<file path="src/rtl/hex_disp_pkg.sv">
// Shared types and constants for the seven-segment scroll/blink display controller.
package hex_disp_pkg;

  localparam int MAX_NIBBLES = 16;
  localparam int DIGITS      = 8;

  // All segments off (active-low).
  localparam logic [6:0] SEG_BLANK = 7'b1111111;

  // Active-low {g,f,e,d,c,b,a} patterns, indexed by nibble value.
  localparam logic [15:0][6:0] SEG_TABLE = {
    7'b0001110,  // F
    7'b0000110,  // E
    7'b0100001,  // d
    7'b1000110,  // C
    7'b0000011,  // b
    7'b0001000,  // A
    7'b0010000,  // 9
    7'b0000000,  // 8
    7'b1111000,  // 7
    7'b0000010,  // 6
    7'b0010010,  // 5
    7'b0011001,  // 4
    7'b0110000,  // 3
    7'b0100100,  // 2
    7'b1111001,  // 1
    7'b1000000   // 0
  };

  // Load-port mode encodings; 2'b11 falls back to static.
  localparam logic [1:0] MODE_STATIC = 2'b00;
  localparam logic [1:0] MODE_SCROLL = 2'b01;
  localparam logic [1:0] MODE_BLINK  = 2'b10;

  typedef enum logic [1:0] {
    ST_IDLE   = 2'd0,
    ST_STATIC = 2'd1,
    ST_SCROLL = 2'd2,
    ST_BLINK  = 2'd3
  } hex_state_t;

  // Message lengths above the nibble capacity are clamped to the capacity.
  function automatic logic [4:0] clamp_len(input logic [4:0] len);
    return (len > 5'(MAX_NIBBLES)) ? 5'(MAX_NIBBLES) : len;
  endfunction

endpackage

</file>
<file path="src/rtl/hex7seg.sv">
// Combinational hex nibble to active-low seven-segment decoder.
module hex7seg
  import hex_disp_pkg::*;
(
  input  logic [3:0] i_nib,
  output logic [6:0] o_seg
);

  assign o_seg = SEG_TABLE[i_nib];

endmodule

</file>
<file path="src/rtl/hex_scroll_ctrl.sv">
// Eight-digit hex display controller: static, scroll-left and blink modes
// paced by a tick divider, fed through a valid/ready message load port.
//
// Handshake: a message transfers on any cycle where load_valid && load_ready
// at the rising clock edge; the producer holds load_valid and the load_* data
// stable until that edge. load_ready depends only on the current state and
// scroll offset, never on load_valid.
module hex_scroll_ctrl
  import hex_disp_pkg::*;
#(
  parameter int TICK_DIV = 12_500_000
) (
  input  logic        clk,
  input  logic        rst,
  input  logic        load_valid,
  output logic        load_ready,
  input  logic [63:0] load_data,
  input  logic [4:0]  load_len,
  input  logic [1:0]  load_mode,
  input  logic        pause,
  output logic        wrap_pulse,
  output logic [6:0]  HEX0,
  output logic [6:0]  HEX1,
  output logic [6:0]  HEX2,
  output logic [6:0]  HEX3,
  output logic [6:0]  HEX4,
  output logic [6:0]  HEX5,
  output logic [6:0]  HEX6,
  output logic [6:0]  HEX7,
  output logic [1:0]  dbg_state
);

  localparam int CW = $clog2(TICK_DIV);
  localparam logic [CW-1:0] TICK_LAST = CW'(TICK_DIV - 1);

  hex_state_t    r_state;
  hex_state_t    w_state_nxt;
  logic [63:0]   r_data;
  logic [4:0]    r_len;
  logic [CW-1:0] r_cnt;
  logic [4:0]    r_off;
  logic          r_phase;
  logic          r_wrap_pre;
  logic          r_wrap;
  logic [6:0]    r_hex [DIGITS];

  logic          w_ready;
  logic          w_accept;
  logic          w_tick;
  logic [4:0]    w_len_clamped;
  logic [4:0]    w_period;
  logic [4:0]    w_last_off;
  logic [5:0]    w_idx;
  logic [3:0]    w_pos;
  logic [3:0]    w_nib   [DIGITS];
  logic          w_blank [DIGITS];
  logic [6:0]    w_seg   [DIGITS];
  logic [6:0]    w_disp  [DIGITS];

  assign w_len_clamped = clamp_len(load_len);
  assign w_period      = r_len + 5'd8;
  assign w_last_off    = r_len + 5'd7;
  assign w_tick        = !pause && (r_cnt == TICK_LAST);

  // State register; reset overrides any pending load.
  always_ff @(posedge clk) begin
    if (rst) r_state <= ST_IDLE;
    else     r_state <= w_state_nxt;
  end

  // Next state and load_ready: scroll refuses loads except at offset 0.
  always_comb begin
    w_state_nxt = r_state;
    w_ready     = 1'b1;
    if (r_state == ST_SCROLL && r_off != 5'd0) w_ready = 1'b0;
    w_accept = load_valid && w_ready;
    if (w_accept) begin
      if (w_len_clamped == 5'd0) begin
        w_state_nxt = ST_IDLE;
      end else begin
        case (load_mode)
          MODE_SCROLL: w_state_nxt = ST_SCROLL;
          MODE_BLINK:  w_state_nxt = ST_BLINK;
          default:     w_state_nxt = ST_STATIC;
        endcase
      end
    end
  end

  // Message latch, tick divider, scroll offset, blink phase and wrap pulse.
  // A load restarts all timing and discards a coincident tick.
  always_ff @(posedge clk) begin
    if (rst) begin
      r_data     <= 64'd0;
      r_len      <= 5'd0;
      r_cnt      <= '0;
      r_off      <= 5'd0;
      r_phase    <= 1'b1;
      r_wrap_pre <= 1'b0;
      r_wrap     <= 1'b0;
    end else begin
      // Delay one cycle so the pulse lines up with the HEX frame showing offset 0.
      r_wrap     <= r_wrap_pre;
      r_wrap_pre <= 1'b0;
      if (w_accept) begin
        r_data  <= load_data;
        r_len   <= w_len_clamped;
        r_cnt   <= '0;
        r_off   <= 5'd0;
        r_phase <= 1'b1;
      end else begin
        if (!pause) r_cnt <= w_tick ? '0 : r_cnt + 1'b1;
        if (w_tick && r_state == ST_SCROLL) begin
          if (r_off == w_last_off) begin
            r_off      <= 5'd0;
            r_wrap_pre <= 1'b1;
          end else begin
            r_off <= r_off + 5'd1;
          end
        end
        if (w_tick && r_state == ST_BLINK) r_phase <= ~r_phase;
      end
    end
  end

  // Per-digit nibble selection and blanking for the current mode.
  always_comb begin
    for (int i = 0; i < DIGITS; i++) begin
      w_nib[i]   = 4'h0;
      w_blank[i] = 1'b1;
    end
    w_idx = 6'd0;
    w_pos = 4'd0;
    case (r_state)
      ST_STATIC, ST_BLINK: begin
        if (r_state == ST_STATIC || r_phase) begin
          for (int i = 0; i < DIGITS; i++) begin
            if (5'(i) < r_len) begin
              w_nib[i]   = r_data[4*i +: 4];
              w_blank[i] = 1'b0;
            end
          end
        end
      end
      ST_SCROLL: begin
        // Leftmost digit shows sequence position o; the sequence is the
        // message most-significant nibble first, followed by 8 blanks.
        for (int j = 0; j < DIGITS; j++) begin
          w_idx = {1'b0, r_off} + 6'(j);
          if (w_idx >= {1'b0, w_period}) w_idx = w_idx - {1'b0, w_period};
          if (w_idx < {1'b0, r_len}) begin
            w_pos = 4'(r_len - 5'd1 - w_idx[4:0]);
            w_nib[DIGITS-1-j]   = r_data[{w_pos, 2'b00} +: 4];
            w_blank[DIGITS-1-j] = 1'b0;
          end
        end
      end
      default: ;
    endcase
  end

  for (genvar g = 0; g < DIGITS; g++) begin : g_dig
    hex7seg u_dec (
      .i_nib (w_nib[g]),
      .o_seg (w_seg[g])
    );
    assign w_disp[g] = w_blank[g] ? SEG_BLANK : w_seg[g];
  end

  // Registered segment outputs; reset blanks the display on the next edge.
  always_ff @(posedge clk) begin
    for (int i = 0; i < DIGITS; i++) begin
      if (rst) r_hex[i] <= SEG_BLANK;
      else     r_hex[i] <= w_disp[i];
    end
  end

  assign load_ready = w_ready;
  assign wrap_pulse = r_wrap;
  assign dbg_state  = r_state;
  assign HEX0 = r_hex[0];
  assign HEX1 = r_hex[1];
  assign HEX2 = r_hex[2];
  assign HEX3 = r_hex[3];
  assign HEX4 = r_hex[4];
  assign HEX5 = r_hex[5];
  assign HEX6 = r_hex[6];
  assign HEX7 = r_hex[7];

endmodule
</file>
<file path="config.mk">
export PLATFORM = sky130hd
export DESIGN_NAME = hex_scroll_ctrl
export DESIGN_NICKNAME = d
export VERILOG_FILES = /design/src/rtl/hex_disp_pkg.sv /design/src/rtl/hex7seg.sv /design/src/rtl/hex_scroll_ctrl.sv
export SDC_FILE = /design/constraint.sdc
export NUM_CORES = 1
export LEC_CHECK = 0
export CORE_ASPECT_RATIO = 0.5
export CORE_MARGIN = 2
export CORE_UTILIZATION = 55
export CTS_BUF_LIST = sky130_fd_sc_hd__clkbuf_2
export DETAILED_ROUTE_END_ITERATION = 6
export HOLD_SLACK_MARGIN = 0.06
export PLACE_DENSITY = 0.81
export SETUP_SLACK_MARGIN = 0.3
export SLEW_MARGIN = 0
export SYNTH_ARGS = -nofsm -noshare
export SYNTH_HDL_FRONTEND = slang
export SYNTH_SLANG_ARGS = --single-unit
</file>
<file path="constraint.sdc">
create_clock -name clk -period 6 [get_ports clk]
set_input_delay 0.9 -clock clk [delete_from_list [all_inputs] [get_ports clk]]
set_output_delay 0.9 -clock clk [all_outputs]
set_load 0.005 [all_outputs]
</file>
### Word level (Yosys, flattened, before mapping)

Memories as Yosys holds them, arrays and structs flattened.
Cells that the tools add are included.
Widths: inputs -> output; s select.

| word-level totals | value |
|---|---|
| memory bits (read-only) | 896 |
| memories kept | 9 |
| bits of input ports | 75 |
| bits in registers | 103 |
| memory bits (writable) | 56 |

| operators by class | value |
|---|---|
| reduce and logical (&&, ||, !) cells | 12 |
| equal/unequal tests | 7 |
| magnitude comparators | 33 |
| bitwise operators | 10 |
| multiplexer cells | 86 |
| shift operators | 8 |
| add/sub/neg operators | 28 |

Memories:

| memory | words | width | rd ports | clocked after memory_dff | write ports | line | source |
|---|---|---|---|---|---|---|---|
| (no name shown) | 16 | 7 | 1 | 0 | 0 | hex7seg.sv:9 | `assign o_seg = SEG_TABLE[i_nib];` |
| (no name shown) | 16 | 7 | 1 | 0 | 0 | hex7seg.sv:9 |  |
| (no name shown) | 16 | 7 | 1 | 0 | 0 | hex7seg.sv:9 |  |
| (no name shown) | 16 | 7 | 1 | 0 | 0 | hex7seg.sv:9 |  |
| (no name shown) | 16 | 7 | 1 | 0 | 0 | hex7seg.sv:9 |  |
| (no name shown) | 16 | 7 | 1 | 0 | 0 | hex7seg.sv:9 |  |
| +3 memories | - | - | - | - | - | - |  |

Operator list:

| kind | number |
|---|---|
| $shiftx 64x7->4 | 8 |
| $mux 7 | 24 |
| $mux 6 | 16 |
| $mux 4 | 16 |
| $pmux 32 s2 | 1 |
| $lt 6x5->1 | 8 |
| $ge 6x5->1 | 7 |
| $sub 6x5->6 | 7 |
| $lt 4x5->1 const B | 8 |
| $mux 32 | 1 |
| $sub 4x4->4 | 8 |
| $add 24x1->24 const B | 1 |
| $add 5x3->6 const B | 4 |
| $eq 24x24->1 const B | 1 |
| $mux 24 | 1 |
| $mux 1 | 21 |
| $lt 3x5->1 const A | 4 |
| $pmux 8 s2 | 1 |
| $add 5x2->6 const B | 2 |
| $lt 1x5->1 const A | 2 |
| $lt 2x5->1 const A | 2 |
| $mux 5 | 2 |
| $mux 8 | 1 |
| $or 1x1->1 | 8 |
| 21 further kinds | 30 |

### Depth between registers and ports, before layout

| logic depth | value |
|---|---|
| depth in word-level cells | 12 |
| gate-level depth with buffers | 28 |
| depth with buffers taken out | 27 |

### By module

Synthesis repeated with hierarchy kept, for this count alone.

| second synthesis, totals | value |
|---|---|
| cells, all modules | 1,680 |
| area total of the unflattened synthesis | 15,961.6 sq um |

Modules (own cells, without submodules):

| module | area each (sq um) | sequential area each (sq um) | cells an instance | times used |
|---|---|---|---|---|
| hex_scroll_ctrl | 13,788.2 | 3,183.1 | 1,420 | 1 |
| hex7seg (g_dig[0].u_dec ...) | 275.3 | 0.0 | 32 | 6 |
| hex7seg (g_dig[4].u_dec) | 274.0 | 0.0 | 33 | 1 |
| hex7seg (g_dig[3].u_dec) | 247.7 | 0.0 | 35 | 1 |

### Worst setup path after synthesis

No wires, ideal clock.

| timing path | value |
|---|---|
| path type | register -> register |
| from | register r_len[3] |
| to | memory r_hex[5][0], in the netlist r_hex[1][7] |
| buffers on the path | 2 |
| data required time | 5,868 ps |
| path slack | -46 ps |
| stages on the path, launching flop included | 19 |
| setup time | 132 ps |
| arrival time | 5,915 ps |
| clock period less this slack | 6,046 ps |
| path through | dfxtp_1 inv_1 ha_1 inv_1 ha_1 and3_1 a221o_1 nor3_4 mux2i_1 ha_1 clkbuf_1 clkbuf_1 mux4_2 mux4_1 a22o_1 ha_1 or3b_1 o221ai_1 nand2_1 |

RTL lines:

| element | line | source |
|---|---|---|
| start: declaration | hex_scroll_ctrl.sv:39 | `logic [4:0] r_len;` |
| start signal: assignment | hex_scroll_ctrl.sv:107 | `r_len <= w_len_clamped;` |
| end: declaration | hex_scroll_ctrl.sv:45 | `logic [6:0] r_hex [DIGITS];` |

==> summary.md <==
| Metric | Value |
|---|---|
| Register area share after synthesis | `0.201` |
| Cells after Synth | `1,687` |
| Crit-path cells | `buf_4 -> ha_2 -> nand2_1 -> xnor2_2 -> ha_1 -> and3_1 -> a221o_1 -> nor3_4 -> buf_4 -> mux2i_2 -> ha_1 -> fa_2 -> mux4_2 -> mux4_2 -> a22o_4 -> ha_1 -> or3b_1 -> o221ai_1 -> nand2_1` |
| Area leader, netlist | `mux4_2` |
| CTS Root Buffer Type | `clkbuf_2` |
| Fin nets | `2,098` |
| Die H | `124 um` |
| Max cap viols | `0` |
| Critical path startpoint category | `flop` |
| Num Clock Sinks | `159` |
| Final period util | `0.924` |
| # rows | `43` |
| Largest family of logic cells by synthesized area | `multiplexers` |
| Post-route DRC | `52` |
| Sequential Area | `3190 um^2` |
| Buf+Inv Stages, Crit Path | `2` |
| Design Area, Final | `18,500 um^2` |
| Synth Flop Type | `dfxtp_1` |
| Power per cell area | `159 nW/um^2` |
| Clock Skew | `0.0494 ns` |
| RSZ-0062 raised after global routing | `true` |
| Total Power | `2950 uW` |
| Iter 0 DRT Violations | `1,968` |
| GRT Util Overall | `0.347` |
| Via count | `14,935` |
| Average wire per standard cell | `23.4 um` |
| Post-synthesis mux area share | `0.258` |
| Compound-cell area share of the yosys netlist | `0.161` |
| Die ar. | `30,200 um^2` |
| Hold WC Path Type | `reg2reg` |
| Final worst path period need | `5.55 ns` |
| DRT Pass-1 Iters | `7` |
| Antenna-violating nets left | `0` |
| Setup-failing EPs final | `0` |
| Crit path kind | `reg2reg` |
| Most frequent cells in the layout | `239 x nand2_1, 156 x dfxtp_1, 152 x ha_1` |
| Global-route wire length before repair | `79.2 mm` |
| # fillers | `2,260` |
| Synth Area in XOR/XNOR | `0.0504` |
| Clock latency on the worst-skew pair | `0.89 ns` |
| Post-Synth Simple-Gate Area | `0.147` |
| Post-synth top area share | `0.204` |
| H-tree depth | `4` |
| Gpl congestion | `1.04` |
| Failing checks | `DRC` |
| CTS tree | `yes` |
| Final HPWL DP | `38.1 mm` |
| Max clock buf depth | `2` |
| P_leak | `0.00742 uW` |
| Synth Net Count | `1,931` |
| Critical Path AT | `6.29 ns` |
| Hold Violations, Final | `0` |
| CP Max Fanout | `11` |
| Max VDD drop | `0.128 mV` |
| F_max | `180 MHz` |
| Flops & latches, synth | `159` |
| Crit end category | `flop` |
| CP max stage delay | `0.57 ns` |
| Area Growth Syn to Fin | `17.0%` |
| Crit-path leading delay family | `adder cells` |
| Initial Utilization | `0.566` |
| Number of synthesized flops with an enable pin | `0` |
| Fin Setup TNS | `0 ns` |
| Actual slew at the worst max-slew pin | `1.11 ns` |
| Critical Path Most Common Cell | `ha_1` |
| GRT overflow | `0` |
| Critical Path RT | `6.75 ns` |
| Post-DP Area | `17,900 um^2` |
| Die width | `244 um` |
| Slowest-stage cell, CP | `fa_2` |
| Port bufs | `134` |
| CTS clk-pin slew, worst paths | `0.24 ns` |
| Adder-cell share of the synthesized area | `0.139` |
| TritonCTS buffer count | `17` |
| Mean post-synth cell area | `9.38 um^2` |
| Core area | `28,000 um^2` |
| Top post-synthesis cells by area | `mux4_2 20%, dfxtp_1 20%, ha_1 12%` |
| Largest net degree at the start of global routing | `71` |
| Post-Route WL | `52.6 mm` |
| Number of top-level pins | `135` |
| Commonest non-fill, non-tap cell in the layout | `nand2_1` |
| Synth async-reset ratio | `0` |
| Vias in the first global route | `14,094` |
| Final slew viol count | `0` |
| Library cells used by synthesis | `91` |
| Initial antenna violation count | `2` |
| Multi-input gate area | `12,200 um^2` |
| Worst slew margin | `0.253` |
| Status | `complete, but fails checks` |
| Min Hold Slack | `0.468 ns` |
| Area of the mapped netlist | `15,800 um^2` |
| Syn. warnings | `0` |
| Via density | `6.64` |
| Share of post-route cells with drive strength above 1 | `0.200` |
==> sequential cells by signal, summed over array words and instances, names as in the netlist, 2 cells and up <==
signal     cells
r_data        64
r_hex         56
r_off          5
r_cnt         24
dbg_state      2
r_len          5
==> path summary, 6_finish.rpt <==
| kind | from | to | slack, ns | cells after the start |
|---|---|---|---|---|
| worst min register to register | r_wrap_pre$_SDFF_PP0_ | wrap_pulse$_SDFF_PP0_ | 0.47 | 1 |
| worst max-delay path | r_off[2]$_SDFFE_PP0P_ | r_hex[1][7]$_SDFF_PP1_ | 0.45 | 19 |
| worst max register to register | r_off[2]$_SDFFE_PP0P_ | r_hex[1][7]$_SDFF_PP1_ | 0.45 | 19 |
| worst min-delay path | r_wrap_pre$_SDFF_PP0_ | wrap_pulse$_SDFF_PP0_ | 0.47 | 1 |
==> area by class of cell <==
type                    instances  area share
multi-input cells            1352       0.657
flip-flops and latches        159       0.172
repair buffers                235       0.114
well taps                     382      0.0258
inverters                      89      0.0180
clock inverters                13     0.00709
clock buffers                  19     0.00513
diodes                          1    0.000135
==> power breakdown <==
group / internal (uW) / switching [uW] / total, uW
logic: 570 / 551 / 1120
registers: 1100 / 113 / 1220
clock network: 164 / 443 / 607
total: 1840 / 1110 / 2950
==> synthesized netlist by cell type (9+ instances only) <==
cell and number:
nand2_1 241, mux2i_1 57, a21oi_1 127, a22oi_1 10
mux2_2 18, fa_1 12, a21o_1 24, or3_1 10
mux4_2 143, xnor2_1 41, clkbuf_1 64, buf_2 19
a22o_1 9, inv_1 84, xor2_1 40, nor2b_1 25
nor2_1 91, o21a_1 32, nor3_1 11, ha_1 157
o21ai_0 49, and3_1 15, a221o_1 9, nand3_1 28
and2_1 9, dfxtp_1 159, o21ai_1 14, o221ai_1 24
nand2b_1 23
==> per-stage QoR <==
stage,util,instances,worst slack [ns]
CTS,0.650,2228,0.252
global route,0.662,2250,0.223
finish,0.662,2250,0.455
floorplan,-,1687,0.227
global placement,0.639,2192,0.251
detailed placement,0.639,2192,0.0347
==> layer usage <==
layer  share of wire  GRT usage  vias to the layer above
met1            0.39      0.439                     7048
li1                -          -                     6581
met5         0.00036    0.00817                        -
met2            0.41      0.509                     1030
met3            0.15      0.165                      274
met4           0.049      0.144                        2
==> cell families after synthesis <==
group / Yosys count
muxes: 223
and+or+nand+nor: 500
xor gates and xnor gates: 85
DFF: 159
AOI/OAI and AO/OA: 375
adders and majority gates: 169
buffers and inverters: 176
==> timing repair <==
action                                  in CTS  in global routing
endpoints found under the setup margin      22                 45
endpoints found under the hold margin        0                  0
pin swaps                                    3                 18
hold buffers                                 0                  0
resized for setup                           11                 45
buffers inserted                             4                 21
(Power assumes the default switching activity.)
